**config.mk**
```make
export PLATFORM = sky130hd
export DESIGN_NAME = sync_fifo_over_under_detection
export DESIGN_NICKNAME = d
export VERILOG_FILES = /design/src/rtl/sync_fifo_over_under_detection.sv
export SDC_FILE = /design/constraint.sdc
export NUM_CORES = 1
export LEC_CHECK = 0
export ABC_AREA = 1
export BUFFER_PORTS_ARGS = -buffer_cell sky130_fd_sc_hd__buf_2
export CORE_MARGIN = 2
export CORE_UTILIZATION = 50
export DETAILED_ROUTE_END_ITERATION = 16
export PLACE_DENSITY = 0.79
export SYNTH_ARGS = -nofsm -noshare
export SYNTH_HDL_FRONTEND = slang
export SYNTH_SLANG_ARGS = --single-unit
```
**constraint.sdc**
```tcl
create_clock -name clk -period 2.1 [get_ports clk]
set_input_delay 0.21 -clock clk [delete_from_list [all_inputs] [get_ports clk]]
set_output_delay 0.21 -clock clk [all_outputs]
set_load 0.05 [all_outputs]
```
**src/rtl/sync_fifo_over_under_detection.sv**
```systemverilog
// sync_fifo_over_under_detection
//   Synchronous FIFO queue with one-cycle overflow/underflow error pulses and
//   an occupancy count. All logic runs on the rising edge of clk. The reset is
//   synchronous and active-high.
//
// Ports:
//   clk        - clock
//   rst        - synchronous active-high reset; clears pointers, count and outputs
//   wr_en      - write request; pushes data_in at the tail
//   rd_en      - read request; pops the head word onto data_out
//   data_in    - write data
//   data_out   - last word read (registered, held across rejected reads)
//   data_valid - one-cycle pulse; data_out was updated by an accepted read
//   count      - number of stored entries, 0..DEPTH
//   full       - count == DEPTH
//   empty      - count == 0
//   overflow   - one-cycle pulse; a write was rejected
//   underflow  - one-cycle pulse; a read was rejected
module sync_fifo_over_under_detection #(
  parameter int DATA_WIDTH = 8,
  parameter int DEPTH      = 16,
  parameter int PTR_WIDTH  = $clog2(DEPTH)
) (
  input  logic                  clk,
  input  logic                  rst,
  input  logic                  wr_en,
  input  logic                  rd_en,
  input  logic [DATA_WIDTH-1:0] data_in,
  output logic [DATA_WIDTH-1:0] data_out,
  output logic                  data_valid,
  output logic [PTR_WIDTH:0]    count,
  output logic                  full,
  output logic                  empty,
  output logic                  overflow,
  output logic                  underflow
);

  localparam int CNT_WIDTH = PTR_WIDTH + 1;

  logic [DATA_WIDTH-1:0] mem [DEPTH];
  logic [PTR_WIDTH-1:0]  wr_ptr;
  logic [PTR_WIDTH-1:0]  rd_ptr;
  logic                  rd_accept;
  logic                  wr_accept;

  assign full  = (count == CNT_WIDTH'(DEPTH));
  assign empty = (count == '0);

  // A read only needs a stored word. A write on a full queue still goes
  // through when a read frees the head slot in the same cycle. On an empty
  // queue the read is rejected, so there is no write-to-read bypass.
  always_comb begin
    rd_accept = rd_en && !empty;
    wr_accept = wr_en && (!full || rd_accept);
  end

  // Storage is deliberately left out of reset.
  always_ff @(posedge clk) begin
    if (wr_accept && !rst) begin
      mem[wr_ptr] <= data_in;
    end
  end

  always_ff @(posedge clk) begin
    if (rst) begin
      wr_ptr     <= '0;
      rd_ptr     <= '0;
      count      <= '0;
      data_out   <= '0;
      data_valid <= 1'b0;
      overflow   <= 1'b0;
      underflow  <= 1'b0;
    end else begin
      data_valid <= 1'b0;
      overflow   <= 1'b0;
      underflow  <= 1'b0;

      if (wr_accept) begin
        wr_ptr <= wr_ptr + PTR_WIDTH'(1);
      end else if (wr_en) begin
        overflow <= 1'b1;
      end

      if (rd_accept) begin
        data_out   <= mem[rd_ptr];
        data_valid <= 1'b1;
        rd_ptr     <= rd_ptr + PTR_WIDTH'(1);
      end else if (rd_en) begin
        underflow <= 1'b1;
      end

      if (wr_accept && !rd_accept) begin
        count <= count + CNT_WIDTH'(1);
      end else if (rd_accept && !wr_accept) begin
        count <= count - CNT_WIDTH'(1);
      end
    end
  end

endmodule
```
==> metrics.txt <==
worst r2r dst=count[3]; CTS Root Cell=clkbuf_16; max cap viols=0; die width=around 120 µm; pin count of the biggest net entering global routing=66; Max VDD drop=0.000793 V; gpl congestion=between 0.8 and 0.9; # DRC=0; Seq/Total Area, Yosys=about two thirds; library cells used by synthesis=26; Post-Syn Area=between 0.006 and 0.007 mm²; ANT cells=0; die area=0.0143 mm²; cts bufs inserted=17; Max transition margin=70.8%; CTS tree=done; DP HPWL=a little over 9000 µm; vias after detailed routing=4,770; Worst Path Arrival=2360 ps; clock buffer depth=2; R2R setup slack=110 ps; WL per Instance=15.9 µm; starting density of the core=50.8%; Pwr Density=1160 mW/mm²; Worst R2R Start=count[2]; RSZ-0062 raised after global routing=false; Final Hold Fails=0; # clock sinks=152; final core occ=59.3%; row count=42; fin crit share=94.7%; fillers=~1,000; GRT Util Overall=21.4%; # IOs=30; detail-routed via count per cell=5.18; Port Buffer Count=29; final clock skew=9.64 ps; final setup violation count=0; clock transition at the registers of the reported paths=60 ps; Worst Max-Slew Pin Slew=437 ps; gr ovfl total=0; Post-synth EDFFs=128; first-pass GRT wire length=23,200 µm; WP data required=~2500 ps; Std-Cell Core Area=0.0131 mm²; clock network latency to the later pin of the worst-skew pair=roughly 430 ps; Setup Crit Path Kind=flip-flop to flip-flop; Static Leak=3.40 nW; area grow syn2layout=16.5%; Critical path destination=count[3]; net count reported at finish=754; Synth Area per Inst=a little under 10 µm²; Critical Path Sink Type=flip-flop; DRT Pass-1 Iters=6; vias in the first global route=about 4,600; CP Max Fanout=5; r2r worst-path depth=13; Syn Nets=about 700; Yosys reg bits=around 150; crit start category=flip-flop; fraction of layout cells with a size suffix above 1=about 15%; initial antenna violation count=0; synth warn=0; ys flop type=edfxtp_1; starting DRC count in detailed routing=347; Gate Count Post-Synth=about 700; fin crit period=between 1500 and 2000 ps; status=complete, no violations; Final ANT Viol Nets=0; worst hold path class=input port to flip-flop; fin. max-slew vios=0; fmax=~500 MHz; Fin Hold WS=50.6 ps; H-tree depth=4; Critical Path Start=count[2]; Synth async-reset ratio=0%; drt total wl=14,600 µm; Die H=120 µm
==> stage by stage <==
stage	power (mW)	setup WS (ps)	instance area (µm²)	std cells	TNS [ps]
after floorplan	5.60	-91.7	6770	682	-245
after global placement	6.11	158	7200	885	0
after detailed placement	6.23	34.9	7200	885	0
after CTS	9.02	13.0	7740	917	0
after global routing	9.44	6.88	7780	921	0
final	9.06	110	7780	921	0
==> cell usage after synthesis, drive strengths merged (2+ instances only) <==
| master | count | area share (%) |
|---|---|---|
| a21oi | 8 | 0.60 |
| buf | 24 | 2.2 |
| clkbuf | 3 | 0.17 |
| clkinv | 2 | 0.11 |
| dfxtp | 24 | 7.2 |
| edfxtp | 128 | 58 |
| ha | 9 | 1.7 |
| inv | 117 | 6.6 |
| nand2 | 216 | 12 |
| nand3 | 108 | 8.1 |
| nor2 | 26 | 1.6 |
| o21ai | 7 | 0.52 |
| xor2 | 5 | 0.66 |
==> how the worst min path moves through the flow <==
stage                     start          end  slack, ps  cells past startpoint
global route              wr_en     overflow         50                      3
global placement    data_out[0]  data_out[0]        440                      2
detailed placement  data_out[2]  data_out[2]        440                      2
finish                    wr_en     overflow         50                      3
CTS                       wr_en     overflow         30                      3
floorplan            data_in[0]    mem[0][0]        310                      0
==> logic make-up (layout without fill, tap and decap cells) <==
| kind of cell | Yosys count | in the layout | synth area share (%) |
|---|---|---|---|
| buffers and inverters | 146 | 209 | 9.08 |
| DFF | 152 | 152 | 64.7 |
| adders and majority gates | 10 | 10 | 1.99 |
| and+or+nand+nor | 352 | 352 | 22.2 |
| xor gates and xnor gates | 6 | 6 | 0.787 |
| AOI/OAI and AO/OA | 16 | 16 | 1.25 |
==> flip-flops by register name, indices dropped and copies added (netlist names) <==
| signal | flops |
|---|---|
| wr_ptr | 4 |
| overflow | 1 |
| rd_ptr | 4 |
| data_valid | 1 |
| underflow | 1 |
| count | 5 |
| mem | 128 |
| data_out | 8 |
==> layout by cell type (no fill, tap or decap), types with 3 or more instances in the layout <==
cell | synthesis | final
ha_4 | 0 | 3
xor2_1 | 5 | 5
clkbuf_1 | 3 | 3
clkinv_1 | 2 | 4
inv_1 | 111 | 110
buf_4 | 7 | 26
ha_1 | 9 | 6
clkbuf_16 | 0 | 17
clkinvlp_4 | 0 | 5
dfxtp_1 | 24 | 18
nand2_1 | 214 | 213
nor2_1 | 24 | 23
buf_2 | 14 | 29
dfxtp_4 | 0 | 5
buf_12 | 0 | 3
edfxtp_1 | 128 | 128
inv_2 | 6 | 5
o21ai_1 | 4 | 5
a21oi_1 | 8 | 6
nand3_1 | 108 | 107
nor2_4 | 1 | 3
==> what timing repair did <==
action	4_1_cts	5_1_grt
setup buffers	0	4
hold buffers	0	0
endpoints found under the setup margin	0	4
gates resized for setup	0	5
==> power breakdown <==
group / internal [mW] / switching (mW) / total (mW) / leakage, nW
clock network: 1.62 / 1.19 / 2.81 / 0.248
registers: 3.45 / 0.127 / 3.58 / 1.35
logic: 0.844 / 1.83 / 2.67 / 1.79
==> cell type report <==
| cell class | instances | area, µm² | share of cell area (%) |
|---|---|---|---|
| sequential | 152 | 4340 | 55.8 |
| tap | 176 | 220 | 2.83 |
| timing repair buffer | 58 | 400 | 5.14 |
| clock inverter | 12 | 103 | 1.32 |
| multi-input combinational | 384 | 1830 | 23.5 |
| clock buffer | 20 | 437 | 5.61 |
| inverter | 119 | 454 | 5.83 |
==> metal layers <==
metal | GRT usage [%] | routed length [µm]
met5 | 0 | 0
met3 | 5.42 | 1100
met2 | 36.1 | 7360
met4 | 9.04 | 345
met1 | 26.3 | 5840
==> critical path, cell delays in order, from the launching register on <==
cell,delay (ps)
dfxtp_4,360
inv_1,130
nand3_2,110
nor2_4,110
nand2_4,70
nand2_4,90
inv_4,50
ha_4,170
inv_6,80
ha_4,210
a21oi_2,140
nand3_1,100
a31o_2,250
inv_1,50
Note: power is estimated with default switching activity, not from simulation.
